## src/rtl/dram_cmd_sequencer.sv

```systemverilog
// dram_cmd_sequencer: ACT -> RD/WR -> PRE command sequencer gated by saturating timing counters.
// Closed-page by default; define OPEN_PAGE_EN to leave rows open and track the open row.
module dram_cmd_sequencer #(
  parameter int tRC        = 115,
  parameter int tRAS       = 76,
  parameter int tRP        = 39,
  parameter int tRCD       = 39,
  parameter int tRTP       = 18,
  parameter int tCWD       = 38,
  parameter int tBURST     = 8,
  parameter int tWR        = 30,
  parameter int tCCD_L     = 12,
  parameter int tCCD_L_WR  = 48,
  parameter int tCCD_L_WTR = 70,
  parameter int tCCD_L_RTW = 16
) (
  input  logic        clk,
  input  logic        rst_n,
  input  logic        req_valid,
  output logic        req_ready,
  input  logic        req_op,
  input  logic [2:0]  req_bg,
  input  logic [1:0]  req_bank,
  input  logic [15:0] req_row,
  input  logic [9:0]  req_col,
  output logic        cmd_valid,
  output logic [2:0]  cmd_code,
  output logic [2:0]  cmd_bg,
  output logic [1:0]  cmd_bank,
  output logic [15:0] cmd_row,
  output logic [9:0]  cmd_col,
  output logic        busy
);
  function automatic int mx(input int a, input int b);
    return a > b ? a : b;
  endfunction
  localparam int WR_PRE = tCWD + tBURST + tWR;
  localparam int TMAX = mx(mx(mx(tRC, tRAS), mx(tRP, tRCD)), mx(mx(tRTP, WR_PRE),
                        mx(mx(tCCD_L, tCCD_L_WR), mx(tCCD_L_WTR, tCCD_L_RTW))));
  localparam int TW = $clog2(TMAX + 1);
  localparam logic [1:0] IDLE = 2'd0, ISSUE_ACT = 2'd1, ISSUE_COL = 2'd2, ISSUE_PRE = 2'd3;
  localparam logic [2:0] C_NOP = 3'd0, C_ACT = 3'd1, C_RD = 3'd2, C_PRE = 3'd4;
  function automatic logic [TW-1:0] ld(input logic [TW-1:0] cur, input int v);
    return cur > TW'(v) ? cur : TW'(v);
  endfunction
  function automatic logic [TW-1:0] dec(input logic [TW-1:0] cur);
    return cur != '0 ? cur - TW'(1) : '0;
  endfunction
  logic [1:0]    state_q, state_d;
  logic [TW-1:0] act_tmr_q, act_tmr_d, col_tmr_q, col_tmr_d, pre_tmr_q, pre_tmr_d;
  logic          op_q, op_d;
  logic [2:0]    bg_q, bg_d;
  logic [1:0]    bank_q, bank_d;
  logic [15:0]   row_q, row_d;
  logic [9:0]    col_q, col_d;
  logic          cmd_valid_q, cmd_valid_d;
  logic [2:0]    cmd_code_q, cmd_code_d, cmd_bg_q, cmd_bg_d;
  logic [1:0]    cmd_bank_q, cmd_bank_d;
  logic [15:0]   cmd_row_q, cmd_row_d;
  logic [9:0]    cmd_col_q, cmd_col_d;
`ifdef OPEN_PAGE_EN
  // x_tmr gates a column command of the opposite type to the previous one
  logic [TW-1:0] x_tmr_q, x_tmr_d;
  logic          last_op_q, last_op_d, open_q, open_d;
  logic [2:0]    open_bg_q, open_bg_d;
  logic [1:0]    open_bank_q, open_bank_d;
  logic [15:0]   open_row_q, open_row_d;
  logic          hit;
`endif
  always_comb begin
    state_d = state_q;
    act_tmr_d = dec(act_tmr_q);
    col_tmr_d = dec(col_tmr_q);
    pre_tmr_d = dec(pre_tmr_q);
    {op_d, bg_d, bank_d, row_d, col_d} = {op_q, bg_q, bank_q, row_q, col_q};
    {cmd_code_d, cmd_bg_d, cmd_bank_d, cmd_row_d, cmd_col_d} = '0;
`ifdef OPEN_PAGE_EN
    x_tmr_d = dec(x_tmr_q);
    last_op_d = last_op_q;
    {open_d, open_bg_d, open_bank_d, open_row_d} = {open_q, open_bg_q, open_bank_q, open_row_q};
    hit = open_q && open_bg_q == req_bg && open_bank_q == req_bank && open_row_q == req_row;
`endif
    unique case (state_q)
      IDLE: if (req_valid) begin
        {op_d, bg_d, bank_d, row_d, col_d} = {req_op, req_bg, req_bank, req_row, req_col};
`ifdef OPEN_PAGE_EN
        state_d = hit ? ISSUE_COL : open_q ? ISSUE_PRE : ISSUE_ACT;
`else
        state_d = ISSUE_ACT;
`endif
      end
      ISSUE_ACT: if (act_tmr_q == '0) begin
        {cmd_code_d, cmd_bg_d, cmd_bank_d, cmd_row_d} = {C_ACT, bg_q, bank_q, row_q};
        act_tmr_d = ld(act_tmr_d, tRC - 1);
        col_tmr_d = ld(col_tmr_d, tRCD - 1);
        pre_tmr_d = ld(pre_tmr_d, tRAS - 1);
        state_d = ISSUE_COL;
`ifdef OPEN_PAGE_EN
        x_tmr_d = ld(x_tmr_d, tRCD - 1);
        {open_d, open_bg_d, open_bank_d, open_row_d} = {1'b1, bg_q, bank_q, row_q};
`endif
      end
`ifdef OPEN_PAGE_EN
      ISSUE_COL: if ((op_q == last_op_q ? col_tmr_q : x_tmr_q) == '0) begin
`else
      ISSUE_COL: if (col_tmr_q == '0) begin
`endif
        {cmd_code_d, cmd_bg_d, cmd_bank_d, cmd_col_d} = {C_RD + {2'b0, op_q}, bg_q, bank_q, col_q};
        pre_tmr_d = ld(pre_tmr_d, op_q ? WR_PRE - 1 : tRTP - 1);
`ifdef OPEN_PAGE_EN
        col_tmr_d = ld(col_tmr_d, op_q ? tCCD_L_WR - 1 : tCCD_L - 1);
        x_tmr_d = ld(x_tmr_d, op_q ? tCCD_L_WTR - 1 : tCCD_L_RTW - 1);
        last_op_d = op_q;
        state_d = IDLE;
`else
        state_d = ISSUE_PRE;
`endif
      end
      default: if (pre_tmr_q == '0) begin
        {cmd_code_d, cmd_bg_d, cmd_bank_d} = {C_PRE, bg_q, bank_q};
        act_tmr_d = ld(act_tmr_d, tRP - 1);
`ifdef OPEN_PAGE_EN
        open_d = 1'b0;
        state_d = ISSUE_ACT;
`else
        state_d = IDLE;
`endif
      end
    endcase
    cmd_valid_d = cmd_code_d != C_NOP;
  end
  always_ff @(posedge clk or negedge rst_n) begin
    if (!rst_n) begin
      state_q <= IDLE;
      {act_tmr_q, col_tmr_q, pre_tmr_q} <= '0;
      {op_q, bg_q, bank_q, row_q, col_q} <= '0;
      {cmd_valid_q, cmd_code_q, cmd_bg_q, cmd_bank_q, cmd_row_q, cmd_col_q} <= '0;
`ifdef OPEN_PAGE_EN
      {x_tmr_q, last_op_q, open_q, open_bg_q, open_bank_q, open_row_q} <= '0;
`endif
    end else begin
      state_q <= state_d;
      {act_tmr_q, col_tmr_q, pre_tmr_q} <= {act_tmr_d, col_tmr_d, pre_tmr_d};
      {op_q, bg_q, bank_q, row_q, col_q} <= {op_d, bg_d, bank_d, row_d, col_d};
      {cmd_valid_q, cmd_code_q, cmd_bg_q, cmd_bank_q, cmd_row_q, cmd_col_q} <=
        {cmd_valid_d, cmd_code_d, cmd_bg_d, cmd_bank_d, cmd_row_d, cmd_col_d};
`ifdef OPEN_PAGE_EN
      {x_tmr_q, last_op_q, open_q, open_bg_q, open_bank_q, open_row_q} <=
        {x_tmr_d, last_op_d, open_d, open_bg_d, open_bank_d, open_row_d};
`endif
    end
  end
  assign req_ready = state_q == IDLE;
  assign busy = state_q != IDLE;
  assign {cmd_valid, cmd_code, cmd_bg, cmd_bank, cmd_row, cmd_col} =
    {cmd_valid_q, cmd_code_q, cmd_bg_q, cmd_bank_q, cmd_row_q, cmd_col_q};
endmodule

```

## config.mk

```make
export PLATFORM = sky130hd
export DESIGN_NAME = dram_cmd_sequencer
export DESIGN_NICKNAME = d
export VERILOG_FILES = /design/src/rtl/dram_cmd_sequencer.sv
export SDC_FILE = /design/constraint.sdc
export NUM_CORES = 1
export LEC_CHECK = 0
export CAP_MARGIN = 20
export CORE_MARGIN = 10
export CORE_UTILIZATION = 53
export CTS_CLUSTER_DIAMETER = 60
export DETAILED_ROUTE_END_ITERATION = 8
export GPL_TIMING_DRIVEN = 1
export PLACE_DENSITY = 0.8
export SLEW_MARGIN = 20
export SYNTH_ARGS = -nofsm -noshare
export SYNTH_HDL_FRONTEND = slang
export SYNTH_SLANG_ARGS = --single-unit
```

## constraint.sdc

```tcl
create_clock -name clk -period 3.4 [get_ports clk]
set_input_delay 1.02 -clock clk [delete_from_list [all_inputs] [get_ports clk]]
set_output_delay 1.02 -clock clk [all_outputs]
set_load 0.005 [all_outputs]
```

==> flow_summary.toml <==
[logic_synthesis]
synth-xor-area-share_pct = 1.714
yosys_warnings = 0
syn_area_um2 = 4089
synthSimpleGateAreaFrac_pct = 15.88
synthAdderAreaFrac_pct = 3.672
synth-main-ff-cell = "dfrtp_1"
ys_types = 51
post-synth-top-area-cell = "dfrtp_1"
synthesis.nets = 397
seq_area_frac_synth_pct = 55.08
synth_top_family_by_area = "simple AND/OR/NAND/NOR gates"
synth_area_per_cell_um2 = 11.68
synthTopCellsByArea = "dfrtp_1, mux2_2, and2_1"
async_flop_share_pct = 100.0
synth_edf_count = 0
syn_inst = 350
synth-compound-area-share_pct = 11.26
synth_mux_area_share_pct = 9.792
ys_ff_latch = 90
synth_top_area_share_pct = 55.08

[drt]
first_pass_iters = 4
routed-via-count = 2900
antenna_left = 0
routedWlPerCell_um = 16.97
vias_per_cell = 5.461
drc = 0
wl_um = 9009
drtIter0Drc = 126

[worst_setup_path]
reg2reg_to = "pre_tmr_q[3]"
critical_path.cell_chain = "inv_1 -> ha_1 -> or3b_2 -> o31a_1 -> ha_1 -> a2111oi_4 -> o31ai_1 -> or2_1 -> a21oi_2 -> o32ai_2"
cp_max_fo = 6
rr_worst_depth = 10
crit_arrival_ns = 3.38
worstSetupEndpointType = "flip-flop"
startpoint = "pre_tmr_q[0]"
timing.rr.start = "pre_tmr_q[0]"
start_kind = "flip-flop"
reg2reg_slack_ns = 0.25
slowest_stage = "or3b_2"
cp_data_required_time_ns = 3.63
crit_top_cell = "ha_1"
crit_type = "reg2reg"
crit_end = "pre_tmr_q[3]"
critPathMaxStageDelay_ns = 0.48

[floorplanning]
dieArea_um2 = 11630
fp-row-count = 31
core_um2 = 7370
die_w_um = 107.8
start_util_pct = 55.48
fp.dieH_um = 107.8
io-pin-count = 72

[cells_and_area]
seq_area_um2 = 2252
fin_nets = 474
num_antenna_cells = 0
post-route-util_pct = 69.83
final_common_cell = "dfrtp_1"
drive_gt1_share_pct = 16.44
multi_input_area_um2 = 1735
syn_to_final_growth_pct = 25.86
fillers = 531
final_area_um2 = 5146
layout.cells.most_common_list = "dfrtp_1, clkdlybuf4s50_1, mux2_2"

[cts]
cts_setup_buffers = 0
numCtsBuffers = 9
cts_max_path_buffers = 2
cts_sinks = 90
clk_latency_ns = 0.36
cts_tree = "yes"
clk_pin_slew_ns = 0.09
cts_hold_buf = 0
h-tree-depth = 3
root_buffer = "clkbuf_8"

[global_routing]
grt_max_degree = 49
grt_util_all_layers_pct = 15.97
first_global_vias = 3070
grt_first_pass_wirelength_um = 14760
overflow = 0
antenna_found_initial = 0

[sta]
finalSetupTns_ns = 0
setup_viol = 0
relSlewSlack_pct = 59.31
finalCritPeriodShare_pct = 92.71
finalHoldViolCount = 0
rsz0062_at_grt = "false"
timing.fmax_mhz = 317.2
skew_ns = 0.009243
tightest_slew_ns = 0.6103
min_period_ns = 3.152
final.setup.worst_slack_ns = 0.2479
report.final.slew_viol_count = 0

[power]
ir_drop_mv = 0.4234
power_uw = 4458
p_leak_uw = 0.002270
pwr_density_cell_nw_per_um2 = 866.3

[run]
max-cap-violations = 0

[placed_design]
post-place-ws_ns = 0.1879
dp_hpwl_um = 6540
gp_congestion = 0.9041
numPortBuffers = 71
place_area_um2 = 4932

[hold_path]
min_path_type = "reg2reg"

[status]
outcome = "completed"
[cell families (layout without fill, tap and decap cells)]
| group | after synthesis | count (layout) |
|---|---|---|
| AND/OR/NAND/NOR | 112 | 112 |
| flip-flops | 90 | 90 |
| AO/OA/AOI/OAI | 66 | 66 |
| multiplexers | 36 | 36 |
| buffers and inverters | 26 | 108 |
| adder cells (fa/ha/maj) | 12 | 12 |
| XOR/XNOR | 8 | 8 |
[registers in the layout (all words and copies together) (netlist names)]
signal / flops
cmd_row: 16
row_q: 16
cmd_col: 10
col_q: 10
act_tmr_q: 7
col_tmr_q: 7
pre_tmr_q: 7
bg_q: 3
cmd_bg: 3
cmd_code: 3
bank_q: 2
cmd_bank: 2
state_q: 2
cmd_valid: 1
op_q: 1
[cells in the mapped netlist, types with 4 or more instances]
library cell / count
or3_1: 6
o21ai_0: 19
a21oi_1: 12
mux2_2: 32
clkbuf_1: 7
nor3_1: 8
inv_1: 14
o211ai_1: 4
mux2i_1: 4
nand2_1: 12
dfrtp_1: 90
ha_1: 12
nor3b_1: 5
nor2_1: 20
o22ai_1: 4
and2_1: 30
nor2b_1: 9
xnor2_1: 6
nand2b_1: 4
[metrics by stage]
step	hold WS, ns	cells
2_1_floorplan	0.4449	350
6_report	0.4751	531
5_1_grt	0.5027	531
3_3_place_gp	0.4533	515
3_5_place_dp	0.4610	515
4_1_cts	0.4774	531
[layer usage]
layer / vias to the layer above / part of all wire (%) / track usage (%)
met4: 0 / 1.1 / 4.580
met1: 1414 / 42 / 18.78
met3: 11 / 9.3 / 7.485
met2: 100 / 48 / 25.54
li1: 1375 / - / -
met5: - / 0 / 0
[where the power goes]
| part | internal [µW] | switching, µW |
|---|---|---|
| clock network | 368 | 395 |
| logic | 973 | 1050 |
| registers | 1430 | 244 |
[timing repair]
action | CTS | global route
endpoints found under the setup margin | 0 | 3
gates resized for setup | 0 | 2
hold endpoints to repair | 0 | 0
[worst max-delay path: cells and delay by family (launching register included)]
family                   cells  cell delay [ns]
flip-flops                   1             0.43
AND/OR/NAND/NOR              2             0.83
buffers and inverters        1             0.07
adder cells (fa/ha/maj)      2             0.60
AO/OA/AOI/OAI                5             1.10
[layout make-up]
class / instances / area share, %
Clock buffer: 10 / 2.674
Clock inverter: 6 / 1.386
Inverter: 14 / 1.021
Multi-Input combinational cell: 234 / 33.72
Sequential cell: 90 / 43.76
Tap cell: 99 / 2.407
Timing Repair Buffer: 78 / 15.03
[how the worst min path moves through the flow]
stage	startpoint	endpoint	slack (ns)	cells past startpoint
2_1_floorplan	col_tmr_q[0]	col_tmr_q[0]	0.44	1
3_3_place_gp	col_q[0]	cmd_col[0]	0.45	1
3_5_place_dp	col_q[6]	cmd_col[6]	0.46	1
4_1_cts	row_q[15]	cmd_row[15]	0.48	1
5_1_grt	row_q[15]	cmd_row[15]	0.50	1
6_report	row_q[15]	cmd_row[15]	0.48	1
No activity file was read; power rests on OpenSTA's default activity.
